## config.mk

```make
export PLATFORM = sky130hd
export DESIGN_NAME = mem_bridge
export DESIGN_NICKNAME = d
export VERILOG_FILES = /design/src/rtl/mem_bridge_pkg.sv /design/src/rtl/mem_bridge_timer.sv /design/src/rtl/mem_bridge.sv
export SDC_FILE = /design/constraint.sdc
export NUM_CORES = 1
export LEC_CHECK = 0
export CORE_ASPECT_RATIO = 0.75
export CORE_MARGIN = 10
export CORE_UTILIZATION = 40
export DETAILED_ROUTE_END_ITERATION = 8
export PLACE_DENSITY = 0.77
export SYNTH_ARGS = -nofsm -noshare
export SYNTH_HDL_FRONTEND = slang
export SYNTH_SLANG_ARGS = --single-unit
```

## constraint.sdc

```tcl
create_clock -name clk -period 2.2 [get_ports clk]
set_input_delay 0.44 -clock clk [delete_from_list [all_inputs] [get_ports clk]]
set_output_delay 0.44 -clock clk [all_outputs]
set_load 0.02 [all_outputs]
```

## src/rtl/mem_bridge_pkg.sv

```systemverilog
// mem_bridge_pkg: shared types and constants for the CPU-to-memory bridge.
//   state_t       - bridge FSM state encoding (IDLE, REQ, DONE, HOLD)
//   DEF_WORD_SIZE - default address/data width
//   TIMEOUT_DATA  - read data returned to the CPU when the memory times out
package mem_bridge_pkg;

  localparam int unsigned DEF_WORD_SIZE = 16;
  localparam logic [15:0] TIMEOUT_DATA  = 16'hFFFF;

  typedef enum logic [1:0] {
    IDLE = 2'd0,
    REQ  = 2'd1,
    DONE = 2'd2,
    HOLD = 2'd3
  } state_t;

endpackage

```

## src/rtl/mem_bridge_timer.sv

```systemverilog
// mem_bridge_timer: wait-cycle counter for the bridge's memory timeout.
//   clk, reset - clock, asynchronous active-high reset
//   load       - clear the counter (bridge not waiting on memory)
//   count      - one more cycle spent waiting with no ack
//   expire     - this counting cycle is the TIMEOUT-th consecutive wait
// Only instantiated when MEM_BRIDGE_TIMEOUT_EN is defined.
module mem_bridge_timer #(
  parameter int unsigned TIMEOUT = 15
) (
  input  logic clk,
  input  logic reset,
  input  logic load,
  input  logic count,
  output logic expire
);

  localparam int unsigned CW = ($clog2(TIMEOUT + 1) < 4) ? 4 : $clog2(TIMEOUT + 1);

  logic [CW-1:0] cnt;

  always_ff @(posedge clk or posedge reset) begin
    if (reset) begin
      cnt <= '0;
    end else if (load) begin
      cnt <= '0;
    end else if (count) begin
      cnt <= cnt + CW'(1);
    end
  end

  // cnt holds the number of wait cycles already elapsed, so the edge that
  // would make it TIMEOUT is the expiring one.
  assign expire = count && (cnt == CW'(TIMEOUT - 1));

endmodule

```

## src/rtl/mem_bridge.sv

```systemverilog
// mem_bridge: converts the multicycle CPU's level-held readM/writeM strobes
// into a registered req/ack handshake toward variable-latency memory, and
// returns read data with a one-cycle cpu_ready completion pulse.
//   CPU side : cpu_readM, cpu_writeM, cpu_address, cpu_wdata (in);
//              cpu_rdata, cpu_ready (out)
//   Mem side : mem_req, mem_we, mem_addr, mem_wdata (out);
//              mem_rdata, mem_ack (in)
//   Status   : access_count (completed accesses), proto_err (sticky, both
//              strobes seen together), err_timeout (sticky memory timeout)
// Optional feature macro: MEM_BRIDGE_TIMEOUT_EN enables the REQ wait timeout;
// without it REQ waits indefinitely and err_timeout stays 0.
module mem_bridge
  import mem_bridge_pkg::*;
#(
  parameter int unsigned WORD_SIZE = DEF_WORD_SIZE,
  parameter int unsigned TIMEOUT   = 15
) (
  input  logic                 clk,
  input  logic                 reset,
  input  logic                 cpu_readM,
  input  logic                 cpu_writeM,
  input  logic [WORD_SIZE-1:0] cpu_address,
  input  logic [WORD_SIZE-1:0] cpu_wdata,
  output logic [WORD_SIZE-1:0] cpu_rdata,
  output logic                 cpu_ready,
  output logic                 mem_req,
  output logic                 mem_we,
  output logic [WORD_SIZE-1:0] mem_addr,
  output logic [WORD_SIZE-1:0] mem_wdata,
  input  logic [WORD_SIZE-1:0] mem_rdata,
  input  logic                 mem_ack,
  output logic [WORD_SIZE-1:0] access_count,
  output logic                 proto_err,
  output logic                 err_timeout
);

  state_t state;
  logic   cpu_strobe;
  logic   req_changed;

  assign cpu_strobe  = cpu_readM | cpu_writeM;
  // A held strobe only starts a new access if it names a different access.
  assign req_changed = (cpu_address != mem_addr) || (cpu_writeM != mem_we);

`ifdef MEM_BRIDGE_TIMEOUT_EN
  logic timer_expire;

  mem_bridge_timer #(
    .TIMEOUT (TIMEOUT)
  ) u_timer (
    .clk    (clk),
    .reset  (reset),
    .load   (state != REQ),
    .count  ((state == REQ) && !mem_ack),
    .expire (timer_expire)
  );
`endif

  always_ff @(posedge clk or posedge reset) begin
    if (reset) begin
      state        <= IDLE;
      cpu_rdata    <= '0;
      cpu_ready    <= 1'b0;
      mem_req      <= 1'b0;
      mem_we       <= 1'b0;
      mem_addr     <= '0;
      mem_wdata    <= '0;
      access_count <= '0;
      proto_err    <= 1'b0;
      err_timeout  <= 1'b0;
    end else begin
      case (state)
        IDLE: begin
          cpu_ready <= 1'b0;
          if (cpu_strobe) begin
            mem_addr  <= cpu_address;
            mem_wdata <= cpu_wdata;
            mem_we    <= cpu_writeM;
            mem_req   <= 1'b1;
            if (cpu_readM && cpu_writeM) proto_err <= 1'b1;
            state     <= REQ;
          end
        end

        REQ: begin
          if (mem_ack) begin
            if (!mem_we) cpu_rdata <= mem_rdata;
            access_count <= access_count + WORD_SIZE'(1);
            mem_req      <= 1'b0;
            cpu_ready    <= 1'b1;
            state        <= DONE;
          end
`ifdef MEM_BRIDGE_TIMEOUT_EN
          else if (timer_expire) begin
            if (!mem_we) cpu_rdata <= WORD_SIZE'(TIMEOUT_DATA);
            err_timeout <= 1'b1;
            mem_req     <= 1'b0;
            cpu_ready   <= 1'b1;
            state       <= DONE;
          end
`endif
        end

        DONE: begin
          cpu_ready <= 1'b0;
          state     <= HOLD;
        end

        HOLD: begin
          cpu_ready <= 1'b0;
          if (!cpu_strobe) begin
            state <= IDLE;
          end else if (req_changed) begin
            // Back-to-back access straight from HOLD, skipping IDLE.
            mem_addr  <= cpu_address;
            mem_wdata <= cpu_wdata;
            mem_we    <= cpu_writeM;
            mem_req   <= 1'b1;
            if (cpu_readM && cpu_writeM) proto_err <= 1'b1;
            state     <= REQ;
          end
        end

        default: state <= IDLE;
      endcase
    end
  end

endmodule
```

Yosys cells after proc, flatten, opt, wreduce, memory -nomap -nowiden. Index checks and enable logic that the tools add are counted.

Word-level logic and storage cells: 62. Output and inout bits: 69. Register bits: 70. Input bits: 53.

Equal/unequal tests: 10. Muxes and demuxes: 29. Reduce and logical (&&, ||, !) cells: 11. Bitwise gates (word level): 2. Add/subtract/negate cells: 1.

Operator list (number): $mux 16 (6); $pmux 16 s2 (2); $add 16x1->16 const B (1); $ne 16x16->1 (1); $mux 1 (12); $mux 2 (4); $ne 2x2->1 const B (4); $pmux 2 s4 (1); $pmux 1 s2 (3); $reduce_and 3->1 (2); $reduce_and 5->1 (1); $eq 2x2->1 const B (2); $reduce_and 4->1 (1); $ne 3x3->1 const B (1); $pmux 1 s3 (1); $reduce_bool 3->1 (1); $reduce_or 3->1 (1); $eq 2x1->1 const B (1); $logic_not 2->1 (1); $reduce_and 2->1 (1); $reduce_bool 2->1 (1); $logic_and 1x1->1 (1); $logic_or 1x1->1 (1); $ne 1x1->1 (1); 2 further kinds (2).

Logic depth before layout (Yosys ltp). Gate-level depths: netlist of the first run.

Depth in word-level cells: 5. Mapped depth: 8. Mapped depth without buffers: 7.

Least setup slack after synthesis of the first run. OpenSTA, ideal clock, no wires.

Path kind: flip-flop to flip-flop. From: register state[0]. To: register mem_addr[0]. Arrival time: 1805 ps. Buffers on the path: 1. Stages on the path, launching flop included: 7. Data required time: 2075 ps. Period minus slack after synthesis: 1930 ps. Setup slack: 270 ps. Cell sequence: dfrtp_1 ha_1 inv_1 nor4_1 a21oi_4 buf_6 mux2_4.

Cells in the longest elaborated chain, start to end: 3.

RTL lines: start: declaration (RTL line mem_bridge.sv:37) `state_t state;`; start signal: assignment (RTL line mem_bridge.sv:61) `state <= IDLE;`; start signal: assignment (RTL line mem_bridge.sv:81) `state <= REQ;`; start signal: assignment (RTL line mem_bridge.sv:91) `state <= DONE;`; $eq 2x2->1 or $logic_not 2->1 (tied branches) (RTL line mem_bridge.sv:72) `case (state)`; $ne 2x2->1 (no line) or $reduce_bool 2->1 (tied branches); $reduce_and 4->1 (no line); end signal: assignment (RTL line mem_bridge.sv:76) `mem_addr <= cpu_address;`; end signal: assignment (RTL line mem_bridge.sv:115) `mem_addr <= cpu_address;`; end: declaration (RTL line mem_bridge.sv:28) `output logic [WORD_SIZE-1:0] mem_addr,`.

Parallel ways exist; a longest one is shown, timed or not. A chain may end at the register's enable or synchronous reset.

Worst setup path in the final report of the first run.
From: input port cpu_address[8]. To: register proto_err.

Cells in the longest elaborated chain, start to end: 4.

RTL lines: start: declaration (RTL line mem_bridge.sv:22) `input logic [WORD_SIZE-1:0] cpu_address,`; $ne 16x16->1 (RTL line mem_bridge.sv:43) `assign req_changed = (cpu_address != mem_addr) || (cpu_writeM != mem_we);`; $logic_or 1x1->1 (RTL line mem_bridge.sv:43); $ne 2x2->1 (no line); $reduce_and 4->1 (no line); end signal: assignment (RTL line mem_bridge.sv:69) `proto_err <= 1'b0;`; end signal: assignment (RTL line mem_bridge.sv:80) `if (cpu_readM && cpu_writeM) proto_err <= 1'b1;`; end signal: assignment (RTL line mem_bridge.sv:119) `if (cpu_readM && cpu_writeM) proto_err <= 1'b1;`; end: declaration (RTL line mem_bridge.sv:33) `output logic proto_err,`.

Every way passes these cells.

==> summary.md, run 1 <==
| Metric | Value |
|---|---|
| Worst-Skew Late Latency | `between 300 and 400 ps` |
| Via Count | `~2,300` |
| I/O pin total | `122` |
| Hold path cells | `1` |
| Sequential share of the synthesized area | `54.73%` |
| Chip Width | `123.3 µm` |
| Rows | `28` |
| Final WS setup | `between 60 and 70 ps` |
| Crit-path cells | `clkdlybuf4s50_1, xor2_1, nor4_1, buf_4, nand2_1, or3_1, a41o_2` |
| Routed WL per cell | `16.95 µm` |
| Share of layout cells above drive strength 1 | `22.22%` |
| Placer congestion estimate | `around 0.76` |
| DRT iter0 DRCs | `between 70 and 80` |
| CP max-delay cell | `clkdlybuf4s50_1` |
| Ant. Diodes | `0` |
| Maximum operating frequency | `469.0 MHz` |
| Worst EP arrival | `2370 ps` |
| Core Region | `approximately 0.0078 mm²` |
| Count of final hold-check violations | `0` |
| RSZ-0062 raised after global routing | `false` |
| Internal reg-to-reg setup slack | `180 ps` |
| CTS H-tree lvls | `3` |
| Crit start category | `input pin` |
| DIE HEIGHT | `97.47 µm` |
| Status | `finished clean` |
| Worst reg2reg path depth | `7` |
| HP Class | `register to register` |
| Synth Register Bits | `70` |
| Hold Startpoint | `access_count[15]$_DFFE_PP0P_` |
| TritonCTS clock tree | `done` |
| Cell family with most CP delay | `simple AND/OR/NAND/NOR gates` |
| Clk root buf | `clkbuf_8` |
| Capturing point of the worst reg2reg path | `mem_wdata[11]$_DFFE_PP0P_` |
| WL final | `8032 µm` |
| Postcts setup bufs | `0` |
| First-pass GRT wire length | `13,060 µm` |
| Syn Area/Cell | `about 14 µm²` |
| Worst slack, placed | `-271.6 ps` |
| MaxCap Viol Count | `0` |
| Final Slew Violations | `0` |
| Post-CTS Resized | `0` |
| Final setup fails | `0` |
| Gr ovfl total | `0` |
| VDD IR max | `699.1 µV` |
| Hold endpoint | `access_count[15]$_DFFE_PP0P_` |
| Worst-path clk slew | `about 70 ps` |
| Fin area | `0.004752 mm²` |
| Worst Path Max Fanout | `4` |
| Worst path bufs/invs | `2` |
| Synth Net Count | `286` |
| Total CTS buffers | `9` |
| Initial antenna violation count | `0` |
| # clock sinks | `70` |
| Final HPWL DP | `6228 µm` |
| Warnings from Yosys | `1` |
| Nets | `approximately 420` |
| # DRC | `0` |
| Die Footprint | `roughly 0.012 mm²` |
| Total track usage | `13.72%` |
| DP Area | `0.004584 mm²` |
| Total power | `6.850 mW` |
| Leak | `between 2 and 2.5 nW` |
| PwrDens | `1441 mW/mm²` |
| CTS Hold Bufs | `0` |
| Port bufs | `120` |
| Period minus WS final | `2132 ps` |
| Final antenna-violating net count | `0` |
| Critical path class | `input pin to register` |
| Reg2Reg Launch Point | `state[0]$_DFFE_PP0P_` |
| Clk_skew | `3.552 ps` |
| Area share of the largest cell type after synthesis | `54.73%` |
| Crit path required time | `2430 ps` |
| Pin count of the biggest net entering global routing | `39` |
| Min Hold Slack | `approximately 470 ps` |
| Initial Utilization | `40.78%` |
| Final period util | `96.92%` |
| Via density | `4.804` |
| Critical path endpoint category | `register` |
| Area of the mapped netlist | `0.003201 mm²` |
| WP depth | `7` |
| Area Growth Syn to Fin | `48.48%` |
| Synth cell types | `36` |
| Largest area contributor in the netlist | `dfrtp_1` |
| Number of global-route vias before repair | `around 2,500` |
| Initial DRT Pass Iterations | `4` |
| Mapped Cells | `approximately 230` |
| CP peak stage delay | `450 ps` |
| CTS Buffer Depth | `2` |
| Synth top area cells | `dfrtp_1, mux2_4, mux2_2, xnor2_1, xor2_1` |
[placed cells by master (no fill, tap or decap), types with 2 or more instances in the layout]
cell type	instances
clkdlybuf4s50_1	120
dfrtp_1	70
mux2_4	31
mux2_2	19
xnor2_1	18
xor2_1	14
buf_4	11
clkbuf_8	10
nor2_1	8
nand2_1	8
nand4_1	7
nand3_1	7
ha_1	5
inv_1	3
o21ai_0	3
a21oi_1	3
nor3_1	3
clkinv_2	3
nor4_1	2
or2_2	2
and4_1	2
clkinvlp_4	2
clkbuf_1	2
[flip-flops by register name, summed over array words and instances (netlist names), 2 cells and up]
register / cells
access_count: 16
cpu_rdata: 16
mem_addr: 16
mem_wdata: 16
state: 2
[synthesized netlist by cell type, drive strengths merged]
library cell	instances
nand3	7
nand2	8
nor2	8
dfrtp	70
a31oi	1
nor2b	1
inv	4
a2111oi	1
o31a	1
xor2	14
a41o	1
o22a	1
o21a	1
mux2	50
nand4	7
clkbuf	1
buf	6
or2	2
ha	5
nor4	2
a21oi	4
and4	2
xnor2	18
and3	1
a32o	1
or3	1
o311ai	1
o21ai	3
conb	1
or3b	1
nor3	3
and4bb	1
[stage by stage]
step,std cells,utilization (%),TNS [ps]
after floorplan,228,-,0
after global placement,458,58.42,-7986
after detailed placement,458,58.42,-8964
after CTS,474,60.55,0
after global routing,474,60.55,0
final,474,60.55,0
[report_power, final]
part	internal, mW	switching [mW]	total (mW)
Sequential	1.84	0.420	2.26
Combinational	2.08	1.60	3.68
Clock	0.435	0.477	0.912
Total	4.35	2.50	6.85
[cells by family after synthesis]
group                    Yosys count  synth area share [%]
multiplexers                      50                 21.23
other                              1                0.1172
AND/OR/NAND/NOR                   44                 7.389
buffers and inverters             11                 2.189
XOR/XNOR                          32                 8.757
AO/OA/AOI/OAI                     15                 3.636
flip-flops                        70                 54.73
adder cells (fa/ha/maj)            5                 1.955
[area by class of cell]
type / count / area, µm²
clock buffer: 12 / 145.1
clock inverter: 4 / 22.52
fill: 653 / 3095
inverter: 4 / 18.77
multi-input combinational: 147 / 1379
sequential: 70 / 1752
tap: 105 / 131.4
timing repair buffer: 132 / 1304
[worst max path at each step]
stage                                    start                        to  slack (ps)
after floorplan           state[0]$_DFFE_PP0P_   mem_addr[0]$_DFFE_PP0P_         270
after global placement          cpu_address[8]  mem_addr[11]$_DFFE_PP0P_        -250
after detailed placement        cpu_address[8]        mem_we$_DFFE_PP0P_        -270
after CTS                       cpu_address[8]        mem_we$_DFFE_PP0P_          90
after global routing            cpu_address[2]        mem_we$_DFFE_PP0P_           3
final                           cpu_address[8]     proto_err$_DFFE_PP0P_          70
[routing by layer]
metal / global-route usage, % / up-vias / wire length (µm)
li1: - / 1069 / -
met3: 5.343 / 9 / 636
met1: 17.42 / 1119 / 3518
met4: 4.826 / 0 / 112
met5: 0 / - / 0
met2: 20.65 / 80 / 3765
Note: power is estimated with default switching activity, not from simulation.
==> inputs of run 2 (changes only) <==
--- a/config.mk
+++ b/config.mk
@@ -10,6 +10,7 @@
 export CORE_UTILIZATION = 40
 export DETAILED_ROUTE_END_ITERATION = 8
 export PLACE_DENSITY = 0.77
+export SLEW_MARGIN = 0
 export SYNTH_ARGS = -nofsm -noshare
 export SYNTH_HDL_FRONTEND = slang
 export SYNTH_SLANG_ARGS = --single-unit
==> results of run 2 <==
Same layout as run 1: the final DEF is identical, and so are final timing and power.
==> inputs of run 3 (changes only) <==
--- a/config.mk
+++ b/config.mk
@@ -5,6 +5,7 @@
 export SDC_FILE = /design/constraint.sdc
 export NUM_CORES = 1
 export LEC_CHECK = 0
+export ABC_CLOCK_PERIOD_IN_PS = 2200
 export CORE_ASPECT_RATIO = 0.75
 export CORE_MARGIN = 10
 export CORE_UTILIZATION = 40
==> results of run 3 <==
Same layout as run 1: the final DEF is identical, and so are final timing and power.
